`config.mk`:
```
export PLATFORM = sky130hd
export DESIGN_NAME = hazard_ctrl
export DESIGN_NICKNAME = d
export VERILOG_FILES = /design/src/rtl/hazard_ctrl_pkg.sv /design/src/rtl/hazard_ctrl_instr_class.sv /design/src/rtl/hazard_ctrl.sv
export SDC_FILE = /design/constraint.sdc
export NUM_CORES = 1
export LEC_CHECK = 0
export CAP_MARGIN = 10
export CORE_AREA = 2 2 115 117
export CTS_CLUSTER_DIAMETER = 50
export DETAILED_ROUTE_END_ITERATION = 10
export DIE_AREA = 0 0 117 119
export PLACE_DENSITY = 0.74
export SYNTH_ARGS = -nofsm -noshare
export SYNTH_HDL_FRONTEND = slang
export SYNTH_SLANG_ARGS = --single-unit
```
`constraint.sdc`:
```
create_clock -name clk -period 3.9 [get_ports clk]
set_input_delay 0.78 -clock clk [delete_from_list [all_inputs] [get_ports clk]]
set_output_delay 0.78 -clock clk [all_outputs]
set_load 0.01 [all_outputs]
```
`src/rtl/hazard_ctrl_pkg.sv`:
```
// Shared decode constants, forwarding select codes and the per-stage
// instruction summary consumed by the hazard/forwarding logic.
package hazard_ctrl_pkg;

  localparam logic [5:0] OP_SPECIAL = 6'h00;
  localparam logic [5:0] OP_J       = 6'h02;
  localparam logic [5:0] OP_JAL     = 6'h03;
  localparam logic [5:0] OP_BEQ     = 6'h04;
  localparam logic [5:0] OP_ADDIU   = 6'h09;
  localparam logic [5:0] OP_ORI     = 6'h0d;
  localparam logic [5:0] OP_LUI     = 6'h0f;
  localparam logic [5:0] OP_LW      = 6'h23;
  localparam logic [5:0] OP_SW      = 6'h2b;

  localparam logic [5:0] FN_SLL   = 6'h00;
  localparam logic [5:0] FN_JR    = 6'h08;
  localparam logic [5:0] FN_MFHI  = 6'h10;
  localparam logic [5:0] FN_MTHI  = 6'h11;
  localparam logic [5:0] FN_MFLO  = 6'h12;
  localparam logic [5:0] FN_MTLO  = 6'h13;
  localparam logic [5:0] FN_MULT  = 6'h18;
  localparam logic [5:0] FN_MULTU = 6'h19;
  localparam logic [5:0] FN_DIV   = 6'h1a;
  localparam logic [5:0] FN_DIVU  = 6'h1b;
  localparam logic [5:0] FN_ADDU  = 6'h21;
  localparam logic [5:0] FN_SUBU  = 6'h23;
  localparam logic [5:0] FN_AND   = 6'h24;
  localparam logic [5:0] FN_OR    = 6'h25;
  localparam logic [5:0] FN_SLT   = 6'h2a;

  typedef enum logic [1:0] {
    FW_OWN     = 2'd0,
    FW_E2M_ALU = 2'd1,
    FW_M2W_ALU = 2'd2,
    FW_M2W_MEM = 2'd3
  } fw_sel_e;

  localparam logic [1:0] TUSE_0    = 2'd0;
  localparam logic [1:0] TUSE_1    = 2'd1;
  localparam logic [1:0] TUSE_2    = 2'd2;
  localparam logic [1:0] TUSE_NONE = 2'd3;

  localparam logic [1:0] TNEW_NONE = 2'd0;
  localparam logic [1:0] TNEW_ALU  = 2'd1;
  localparam logic [1:0] TNEW_LOAD = 2'd2;

  localparam logic [4:0] REG_ZERO = 5'd0;
  localparam logic [4:0] REG_RA   = 5'd31;

  typedef struct packed {
    logic [4:0] rs;
    logic [4:0] rt;
    logic [4:0] wreg;
    logic [1:0] tuse_rs;
    logic [1:0] tuse_rt;
    logic [1:0] tnew;
    logic       is_load;
    logic       is_store;
    logic       is_md_start;
    logic       is_md_div;
    logic       is_md_use;
  } instr_info_t;

  localparam instr_info_t NO_PRODUCER = '0;

endpackage

```
`src/rtl/hazard_ctrl_instr_class.sv`:
```
// Pure decode of one instruction word into its register usage, Tuse/Tnew
// timing and multiply/divide interaction flags.
module hazard_ctrl_instr_class
  import hazard_ctrl_pkg::*;
(
  input  logic [31:0] instr,
  output instr_info_t info
);

  logic [5:0] op;
  logic [5:0] funct;
  logic [4:0] rd;
  logic       unused_shamt;

  assign op           = instr[31:26];
  assign funct        = instr[5:0];
  assign rd           = instr[15:11];
  assign unused_shamt = ^instr[10:6];

  always_comb begin
    info         = NO_PRODUCER;
    info.rs      = instr[25:21];
    info.rt      = instr[20:16];
    info.wreg    = REG_ZERO;
    info.tuse_rs = TUSE_NONE;
    info.tuse_rt = TUSE_NONE;
    info.tnew    = TNEW_NONE;
    case (op)
      OP_SPECIAL: begin
        case (funct)
          FN_ADDU, FN_SUBU, FN_AND, FN_OR, FN_SLT, FN_SLL, FN_MFHI, FN_MFLO: begin
            info.wreg      = rd;
            info.tuse_rs   = TUSE_1;
            info.tuse_rt   = TUSE_1;
            info.tnew      = TNEW_ALU;
            info.is_md_use = (funct == FN_MFHI) || (funct == FN_MFLO);
          end
          FN_JR: info.tuse_rs = TUSE_0;
          FN_MULT, FN_MULTU, FN_DIV, FN_DIVU: begin
            info.tuse_rs     = TUSE_1;
            info.tuse_rt     = TUSE_1;
            info.is_md_start = 1'b1;
            info.is_md_div   = (funct == FN_DIV) || (funct == FN_DIVU);
            info.is_md_use   = 1'b1;
          end
          FN_MTHI, FN_MTLO: begin
            info.tuse_rs   = TUSE_1;
            info.is_md_use = 1'b1;
          end
          default: ;
        endcase
      end
      OP_ORI, OP_ADDIU, OP_LUI: begin
        info.wreg    = instr[20:16];
        info.tuse_rs = TUSE_1;
        info.tnew    = TNEW_ALU;
      end
      OP_LW: begin
        info.wreg    = instr[20:16];
        info.tuse_rs = TUSE_1;
        info.tnew    = TNEW_LOAD;
        info.is_load = 1'b1;
      end
      OP_SW: begin
        info.tuse_rs  = TUSE_1;
        info.tuse_rt  = TUSE_2;
        info.is_store = 1'b1;
      end
      OP_BEQ: begin
        info.tuse_rs = TUSE_0;
        info.tuse_rt = TUSE_0;
      end
      // jal's return address rides in the ALUout field, so it behaves as an ALU producer
      OP_JAL: begin
        info.wreg = REG_RA;
        info.tnew = TNEW_ALU;
      end
      OP_J: ;
      default: ;
    endcase
  end

endmodule

```
`src/rtl/hazard_ctrl.sv`:
```
// Pipeline hazard unit: stall generation, forwarding-mux selects and the
// multiply/divide busy counter for the five-stage I/D/E/M/W datapath.
module hazard_ctrl
  import hazard_ctrl_pkg::*;
#(
  parameter int MULT_CYCLES = 5,
  parameter int DIV_CYCLES  = 10,
  parameter int CNT_W       = 4
) (
  input  logic        clk,
  input  logic        reset,
  input  logic [31:0] D_instr,
  input  logic [31:0] E_instr,
  input  logic [31:0] M_instr,
  input  logic [31:0] W_instr,
  output logic        PCfreeze,
  output logic        setNOP,
  output logic [31:0] D_FMUX1_slt,
  output logic [31:0] D_FMUX2_slt,
  output logic [31:0] E_FMUX1_slt,
  output logic [31:0] E_FMUX2_slt,
  output logic [31:0] M_FUMX_slt,
  output logic        md_busy
);

  instr_info_t d_i, e_i, m_i, w_i;
  logic [CNT_W-1:0] md_cnt;
  logic             cnt_nz;
  logic             data_stall;
  logic             md_stall;
  logic             unused_info;

  hazard_ctrl_instr_class u_dec_d (.instr(D_instr), .info(d_i));
  hazard_ctrl_instr_class u_dec_e (.instr(E_instr), .info(e_i));
  hazard_ctrl_instr_class u_dec_m (.instr(M_instr), .info(m_i));
  hazard_ctrl_instr_class u_dec_w (.instr(W_instr), .info(w_i));

  assign unused_info = ^{d_i, e_i, m_i, w_i};

  function automatic logic [CNT_W-1:0] sat_dec(input logic [CNT_W-1:0] v);
    return (v == '0) ? v : v - 1'b1;
  endfunction

  function automatic logic [1:0] tnew_in_m(input logic [1:0] tnew);
    return (tnew == TNEW_NONE) ? TNEW_NONE : tnew - 2'd1;
  endfunction

  // Only the youngest producer of a register is consulted; an older one is shadowed.
  function automatic logic operand_stall(input logic [4:0] src, input logic [1:0] tuse,
                                         input instr_info_t e, input instr_info_t m);
    logic hit;
    hit = 1'b0;
    if (src != REG_ZERO) begin
      if (e.wreg == src)      hit = (tuse < e.tnew);
      else if (m.wreg == src) hit = (tuse < tnew_in_m(m.tnew));
    end
    return hit;
  endfunction

  function automatic fw_sel_e pick_fw(input logic [4:0] src, input instr_info_t younger,
                                      input instr_info_t m, input instr_info_t w);
    fw_sel_e sel;
    sel = FW_OWN;
    if (src != REG_ZERO) begin
      if (younger.wreg == src)  sel = FW_OWN;
      else if (m.wreg == src)   sel = (tnew_in_m(m.tnew) == TNEW_NONE) ? FW_E2M_ALU : FW_OWN;
      else if (w.wreg == src)   sel = w.is_load ? FW_M2W_MEM : FW_M2W_ALU;
    end
    return sel;
  endfunction

  function automatic logic [31:0] sel_word(input logic en, input fw_sel_e sel);
    return en ? {30'd0, sel} : 32'd0;
  endfunction

  always_ff @(posedge clk) begin
    if (!reset)                md_cnt <= '0;
    else if (e_i.is_md_start)  md_cnt <= e_i.is_md_div ? CNT_W'(DIV_CYCLES) : CNT_W'(MULT_CYCLES);
    else                       md_cnt <= sat_dec(md_cnt);
  end

  assign cnt_nz = (md_cnt != '0);

  always_comb begin
    data_stall  = operand_stall(d_i.rs, d_i.tuse_rs, e_i, m_i) |
                  operand_stall(d_i.rt, d_i.tuse_rt, e_i, m_i);
    md_stall    = d_i.is_md_use & (cnt_nz | e_i.is_md_start);
    PCfreeze    = reset & (data_stall | md_stall);
    setNOP      = reset & (data_stall | md_stall);
    md_busy     = reset & cnt_nz;
    D_FMUX1_slt = sel_word(reset, pick_fw(d_i.rs, e_i, m_i, w_i));
    D_FMUX2_slt = sel_word(reset, pick_fw(d_i.rt, e_i, m_i, w_i));
    E_FMUX1_slt = sel_word(reset, pick_fw(e_i.rs, NO_PRODUCER, m_i, w_i));
    E_FMUX2_slt = sel_word(reset, pick_fw(e_i.rt, NO_PRODUCER, m_i, w_i));
    M_FUMX_slt  = sel_word(reset & m_i.is_store, pick_fw(m_i.rt, NO_PRODUCER, NO_PRODUCER, w_i));
  end

endmodule

```
# Yosys cells after proc, flatten, opt, wreduce, memory -nomap -nowiden
# Cells that the tools add are included.
[classes]
bitwise_logic = 7
n_eq_ne = 75
reduce_logical = 38
n_addsub = 2
n_lt_le_gt_ge = 4
n_mux = 57
[op_table]
columns = ["cell", "count"]
rows = [
  ["6-bit equality test (second input constant)", 26],
  ["6-bit by 5-bit equality test with 1-bit output (second input constant)", 20],
  ["6-bit by 4-bit equality test with 1-bit output (second input constant)", 13],
  ["5-bit equality test", 11],
  ["2-bit two-way mux", 27],
  ["6-bit zero test", 8],
  ["5-bit one-hot mux with 3 select lines", 3],
  ["8-bit OR reduction", 4],
  ["5-bit nonzero test", 5],
  ["2-bit one-hot mux with 3 select lines", 4],
  ["4-bit OR reduction", 6],
  ["6-bit by 2-bit equality test with 1-bit output (second input constant)", 3],
  ["5-bit zero test", 3],
  ["5-bit two-way mux", 3],
  ["14-bit OR reduction", 1],
  ["1-bit two-way mux", 13],
  ["4-bit two-way mux", 3],
  ["12-bit OR reduction", 1],
  ["6-bit OR reduction", 2],
  ["2-bit < comparator", 4],
  ["6-bit by 3-bit equality test with 1-bit output (second input constant)", 1],
  ["5-bit OR reduction", 1],
  ["1-bit AND", 4],
  ["2-bit zero test", 2],
  ["10 further kinds", 15],
]
[totals]
inputBits = 130
output_inout_bits = 163
reg_bits = 4
wordCells = 184

# Depth between registers and ports, before layout
# Gate-level depths: netlist (run 1).
[logic_depth]
depth_word = 13
depth_mapped = 13
mapped_depth_nobuf = 12

# Cells and area by module
# From an unflattened synthesis (run 1), not the netlist that was laid out.
[unflattened]
hier_cells = 609
hier_area_um2 = 4369.2
[by_module_without_submodules]
columns = ["mod", "area_each_um2", "cells_each", "n_inst", "seq_area_each_um2"]
rows = [
  ["hazard_ctrl", 2371.0, 320, 1, 80.1],
  ["hazard_ctrl_instr_class (u_dec_e ...)", 513.0, 74, 3, 0.0],
  ["hazard_ctrl_instr_class (u_dec_d)", 459.2, 67, 1, 0.0],
]

# Worst setup path after synthesis (run 1)
# No wires, ideal clock.
[synth_timing]
kind = "input to output"
start = "in M_instr[5]"
end = "out setNOP"
stages = 9
required_time_ns = 3.120
n_path_buf = 1
path_slack_ns = 0.106
arrival_time_ns = 3.014
path_cell_list = "nor4bb_1 -> o41ai_2 -> a21boi_1 -> a221o_2 -> xor2_1 -> nor4_1 -> nand4_1 -> a31oi_1 -> buf_4"
[synth_between]
elab_chain_len = 13
word_cells_on_any_way = 29
cone_classes = "add/sub: 1; order compare: 2; eq/ne: 9; mux: 11; bitwise: 3; reduce/logical: 3"
[synth_lines]
columns = ["item", "line", "text"]
rows = [
  ["start, declared", "hazard_ctrl.sv:14", "input logic [31:0] M_instr,"],
  ["6-bit equality test, or another cell as far along", "hazard_ctrl_instr_class.sv:30", "case (funct)"],
  ["8-bit OR reduction *", "hazard_ctrl_instr_class.sv:30", ""],
  ["1-bit two-way mux", "hazard_ctrl_instr_class.sv:30", ""],
  ["2-bit one-hot mux with 3 select lines", "hazard_ctrl_instr_class.sv:28", "case (op)"],
  ["2-bit by 1-bit subtractor with 2-bit output / 2-bit zero test (equally long branches)", "hazard_ctrl.sv:45", "return (tnew == TNEW_NONE) ? TNEW_NONE : tnew - 2'd1;"],
  ["2-bit two-way mux", "hazard_ctrl.sv:45", ""],
  ["2-bit < comparator", "hazard_ctrl.sv:55", "else if (m.wreg == src) hit = (tuse < tnew_in_m(m.tnew));"],
  ["1-bit two-way mux", "hazard_ctrl.sv:55", ""],
  ["1-bit two-way mux", "hazard_ctrl.sv:54", "if (e.wreg == src) hit = (tuse < e.tnew);"],
  ["1-bit two-way mux", "hazard_ctrl.sv:53", "if (src != REG_ZERO) begin"],
  ["1-bit OR *", "hazard_ctrl.sv:85", "data_stall = operand_stall(d_i.rs, d_i.tuse_rs, e_i, m_i) |"],
  ["1-bit OR *", "--", ""],
  ["1-bit AND *", "--", ""],
  ["end, declared", "hazard_ctrl.sv:17", "output logic setNOP,"],
]
# Mark *: on every way between the ends. The rest lies on a longest branch, timed or not.

# Final worst setup path (run 1)
[layout_timing]
start = "in M_instr[2]"
end = "out E_FMUX2_slt[0]"
[layout_between]
elab_chain_len = 12
word_cells_on_any_way = 23
cone_classes = "add/sub: 1; eq/ne: 8; mux: 10; reduce/logical: 4"
[layout_lines]
columns = ["item", "line", "text"]
rows = [
  ["6-bit equality test, or another cell as far along", "hazard_ctrl_instr_class.sv:30", ""],
  ["8-bit OR reduction *", "hazard_ctrl_instr_class.sv:30", ""],
  ["1-bit two-way mux", "hazard_ctrl_instr_class.sv:30", ""],
  ["2-bit one-hot mux with 3 select lines", "hazard_ctrl_instr_class.sv:28", ""],
  ["2-bit by 1-bit subtractor with 2-bit output / 2-bit zero test (equally long branches)", "hazard_ctrl.sv:45", ""],
  ["2-bit two-way mux", "hazard_ctrl.sv:45", ""],
  ["2-bit zero test", "hazard_ctrl.sv:66", "else if (m.wreg == src) sel = (tnew_in_m(m.tnew) == TNEW_NONE) ? FW_E2M_ALU : FW_OWN;"],
  ["1-bit two-way mux", "hazard_ctrl.sv:66", ""],
  ["2-bit two-way mux *", "hazard_ctrl.sv:66", ""],
  ["2-bit two-way mux *", "hazard_ctrl.sv:65", "if (younger.wreg == src) sel = FW_OWN;"],
  ["2-bit two-way mux *", "hazard_ctrl.sv:64", "if (src != REG_ZERO) begin"],
  ["2-bit two-way mux *", "hazard_ctrl.sv:73", "return en ? {30'd0, sel} : 32'd0;"],
  ["end, declared", "hazard_ctrl.sv:21", "output logic [31:0] E_FMUX2_slt,"],
]
# Marked as above.

==> results.ini, run 1 <==
[hold_path]
hold_class=flip-flop to flip-flop
holdPathStages=4
min_from=md_cnt[1]

[global_routing]
grt_pass1_vias=3774
antenna_found_initial=0
grt_overflow_total=0
grt_pass1_wl_um=17600
track_usage_pct=15.4
grt_start_max_net_pins=9

[synth]
yosysTopAreaCell=buf_4
ys_seq_elements=4
synth_edf_count=0
yosys_most_used_dff=dfxtp_1
postSynthAreaPerCell_um2=7.06
ys_async_sr_fraction_pct=0
yosysUniqueCellTypes=64
yosysTopAreaCellShare_pct=32.9
ys_seq_area_share_pct=2.32
synth.area.top_cells=buf_4 33%, xnor2_1 5.1%, xor2_1 4.8%
syn_area_um2=3440
synthCells=488
ys_warn_count=0

[cts]
clkLatencyLatePin_ns=0.22
cts.htree.levels=1
cts.clk_slew.worst_paths_ns=0.03
cts_tree=done
clk_path_buf_depth=2
cts_buffers=3
cts_root_buf=clkbuf_16
cts.sinks=4

[placement]
place_ws_ns=-1.15
place_hpwl_um=9410
placed_area_um2=5080
gp_congestion=0.935
io_buffers=107

[power_and_ir_drop]
powerDensity_nw_per_um2=145
ir_drop_v=0.000103
power.leakage_nw=2.76

[critical_path]
slowest_delay_ns=0.52
worstSetupPathDepth=13
critPathTopFamily=simple AND/OR/NAND/NOR gates
arrival_ns=3.37
startpoint=M_instr[2]
crit_type=primary input to primary output
cp_max_fo=5
crit_chain=buf_12 > buf_4 > nor4bb_4 > o41a_1 > buf_4 > o211ai_4 > buf_6 > and3_4 > or4b_4 > nor4_4 > nand2_1 > a21oi_1 > buf_2
required_ns=3.12
timing.rr.start=md_cnt[0]
path_buf_inv=5
reg2reg_depth=7
start_kind=primary input
crit_path_top_delay_cell=or4b_4
crit_path_end_kind=primary output
cpMostUsedCell=buf_4

[die]
dieHeight_um=119
io_pins=293
dieArea_um2=13900
initial_core_util_pct=26.8
fp.dieW_um=117
coreArea_um2=12900
rows=42

[sta]
period_needed_ns=4.15
timing.fmax_mhz=241
fin_crit_sh_pct=106
skew_ns=0.00117
worst_slack_ns=-0.248
final_max_slew_viol_count=0
rsz0062_at_grt=true
setup_viol_count_final=7
finalHoldViolCount=0

[run_status]
violations=setup timing
status=finished with violations

[final_layout]
design_area_um2=5880
largest_reg_flops=4
largest_registers=md_cnt: 4 flops
area_delta_synth_final_pct=70.7
drive_gt1_share_pct=35.0
n_antenna_cell=0
top_register=md_cnt
layout.nets=886

[drt]
vias=4130
vias_per_cell=4.46
drc_errors=0
wire_per_inst_um=13.1
antenna_left=0
drtIter0Drc=133
wl_um=12100
dr.pass1.iters=4

[run]
max-cap-violations=0

## kinds of logic (layout without fill, tap and decap cells)
| group | count (synthesis) | count (layout) | share of synthesized area [%] |
|---|---|---|---|
| buffers and inverters | 162 | 273 | 34.1 |
| adder cells (fa/ha/maj) | 5 | 5 | 1.82 |
| AND/OR/NAND/NOR | 177 | 177 | 30.9 |
| AO/OA/AOI/OAI | 99 | 99 | 20.7 |
| XOR/XNOR | 39 | 39 | 9.92 |
| flip-flops | 4 | 4 | 2.32 |
| other | 2 | 152 | 0.218 |
## what timing repair did
item | in CTS | in global routing
hold buffers | 0 | 0
buffers inserted | 17 | 14
cloned | 0 | 0
resized for setup | 189 | 59
endpoints found under the setup margin | 12 | 12
pin swaps | 54 | 43
## per-stage QoR
stage	total power, mW	hold WS [ns]	TNS, ns	std cells	util, %
2_1_floorplan	0.468	0.538	0	638	-
3_3_place_gp	0.617	0.560	-9.95	891	39.4
3_5_place_dp	0.627	0.579	-10.49	891	39.4
4_1_cts	0.817	0.595	-0.969	911	43.2
5_1_grt	0.912	0.623	-2.12	925	45.7
6_report	0.850	0.593	-1.18	925	45.7
## power breakdown
part	leakage, nW	total [mW]	internal (mW)	switching [mW]
logic	2.69	0.616	0.299	0.317
registers	0.0331	0.0758	0.0619	0.0139
clock network	0.0370	0.158	0.131	0.0274
total	2.76	0.850	0.492	0.358
## layout by cell type (no fill, tap or decap), types with 6 or more instances in the layout
master	count
nand3_1	19
nor3_1	9
buf_2	12
clkbuf_2	7
a21oi_1	22
nand3_2	6
a21o_1	7
nand4b_1	7
dlygate4sd2_1	22
xor2_1	14
o21ai_0	11
clkdlybuf4s50_1	52
nor2_1	25
inv_1	10
buf_4	140
nand4_1	10
conb_1	152
nand2_1	22
buf_6	15
nor4_4	7
xnor2_1	18
nand2b_1	7
a31oi_1	7
## cell type report
cell class / instances / area [um2]
Fill cell: 1233 / 7000
Clock buffer: 3 / 75.1
Timing Repair Buffer: 260 / 2190
Sequential cell: 4 / 80.1
Inverter: 10 / 37.5
Tap cell: 176 / 220
Multi-Input combinational cell: 472 / 3280
## worst reg2reg max path, stage by stage (launching register included)
cell	delay [ns]
dfxtp_1	0.30
inv_1	0.08
ha_1	0.19
nor3b_1	0.27
buf_4	0.19
xnor2_1	0.11
nor2_1	0.05
o21a_1	0.16
## metal layers
layer	up-vias	track usage [%]	part of all wire (%)
met5	-	0	0
met4	0	4.63	3.4
met3	28	1.78	5.6
met2	172	29.7	54
met1	1935	17.3	37
li1	1995	-	-
## synth_stat cells (all sizes together), types with 4 or more instances
cell type    n
and3         5
a211o        4
xor2        19
buf        151
dfxtp        4
or3          8
nand4b       7
ha           5
nor4         9
nand3       25
xnor2       20
o2111ai      4
nand2       23
a31oi       12
or4          7
inv         10
nor3        14
o211ai       5
o21ai       16
and2         4
nand2b       8
a21o         7
nand4       10
nor2b       10
nor4bb       4
o31ai        5
a21oi       26
nor2        27
## final timing paths
kind / slack (ns) / end
setup / recovery: -0.25 / E_FMUX2_slt[0]
hold / removal: 0.59 / md_cnt[1]
setup reg to reg: 2.44 / md_cnt[0]
hold reg to reg: 0.59 / md_cnt[1]
(Power assumes the default switching activity.)
==> run 2: changes to the inputs <==
--- a/config.mk
+++ b/config.mk
@@ -7,7 +7,6 @@
 export LEC_CHECK = 0
 export CAP_MARGIN = 10
 export CORE_AREA = 2 2 115 117
-export CTS_CLUSTER_DIAMETER = 50
 export DETAILED_ROUTE_END_ITERATION = 10
 export DIE_AREA = 0 0 117 119
 export PLACE_DENSITY = 0.74
==> results of run 2 <==
No change in the layout: final DEF, timing and power equal those of run 1.
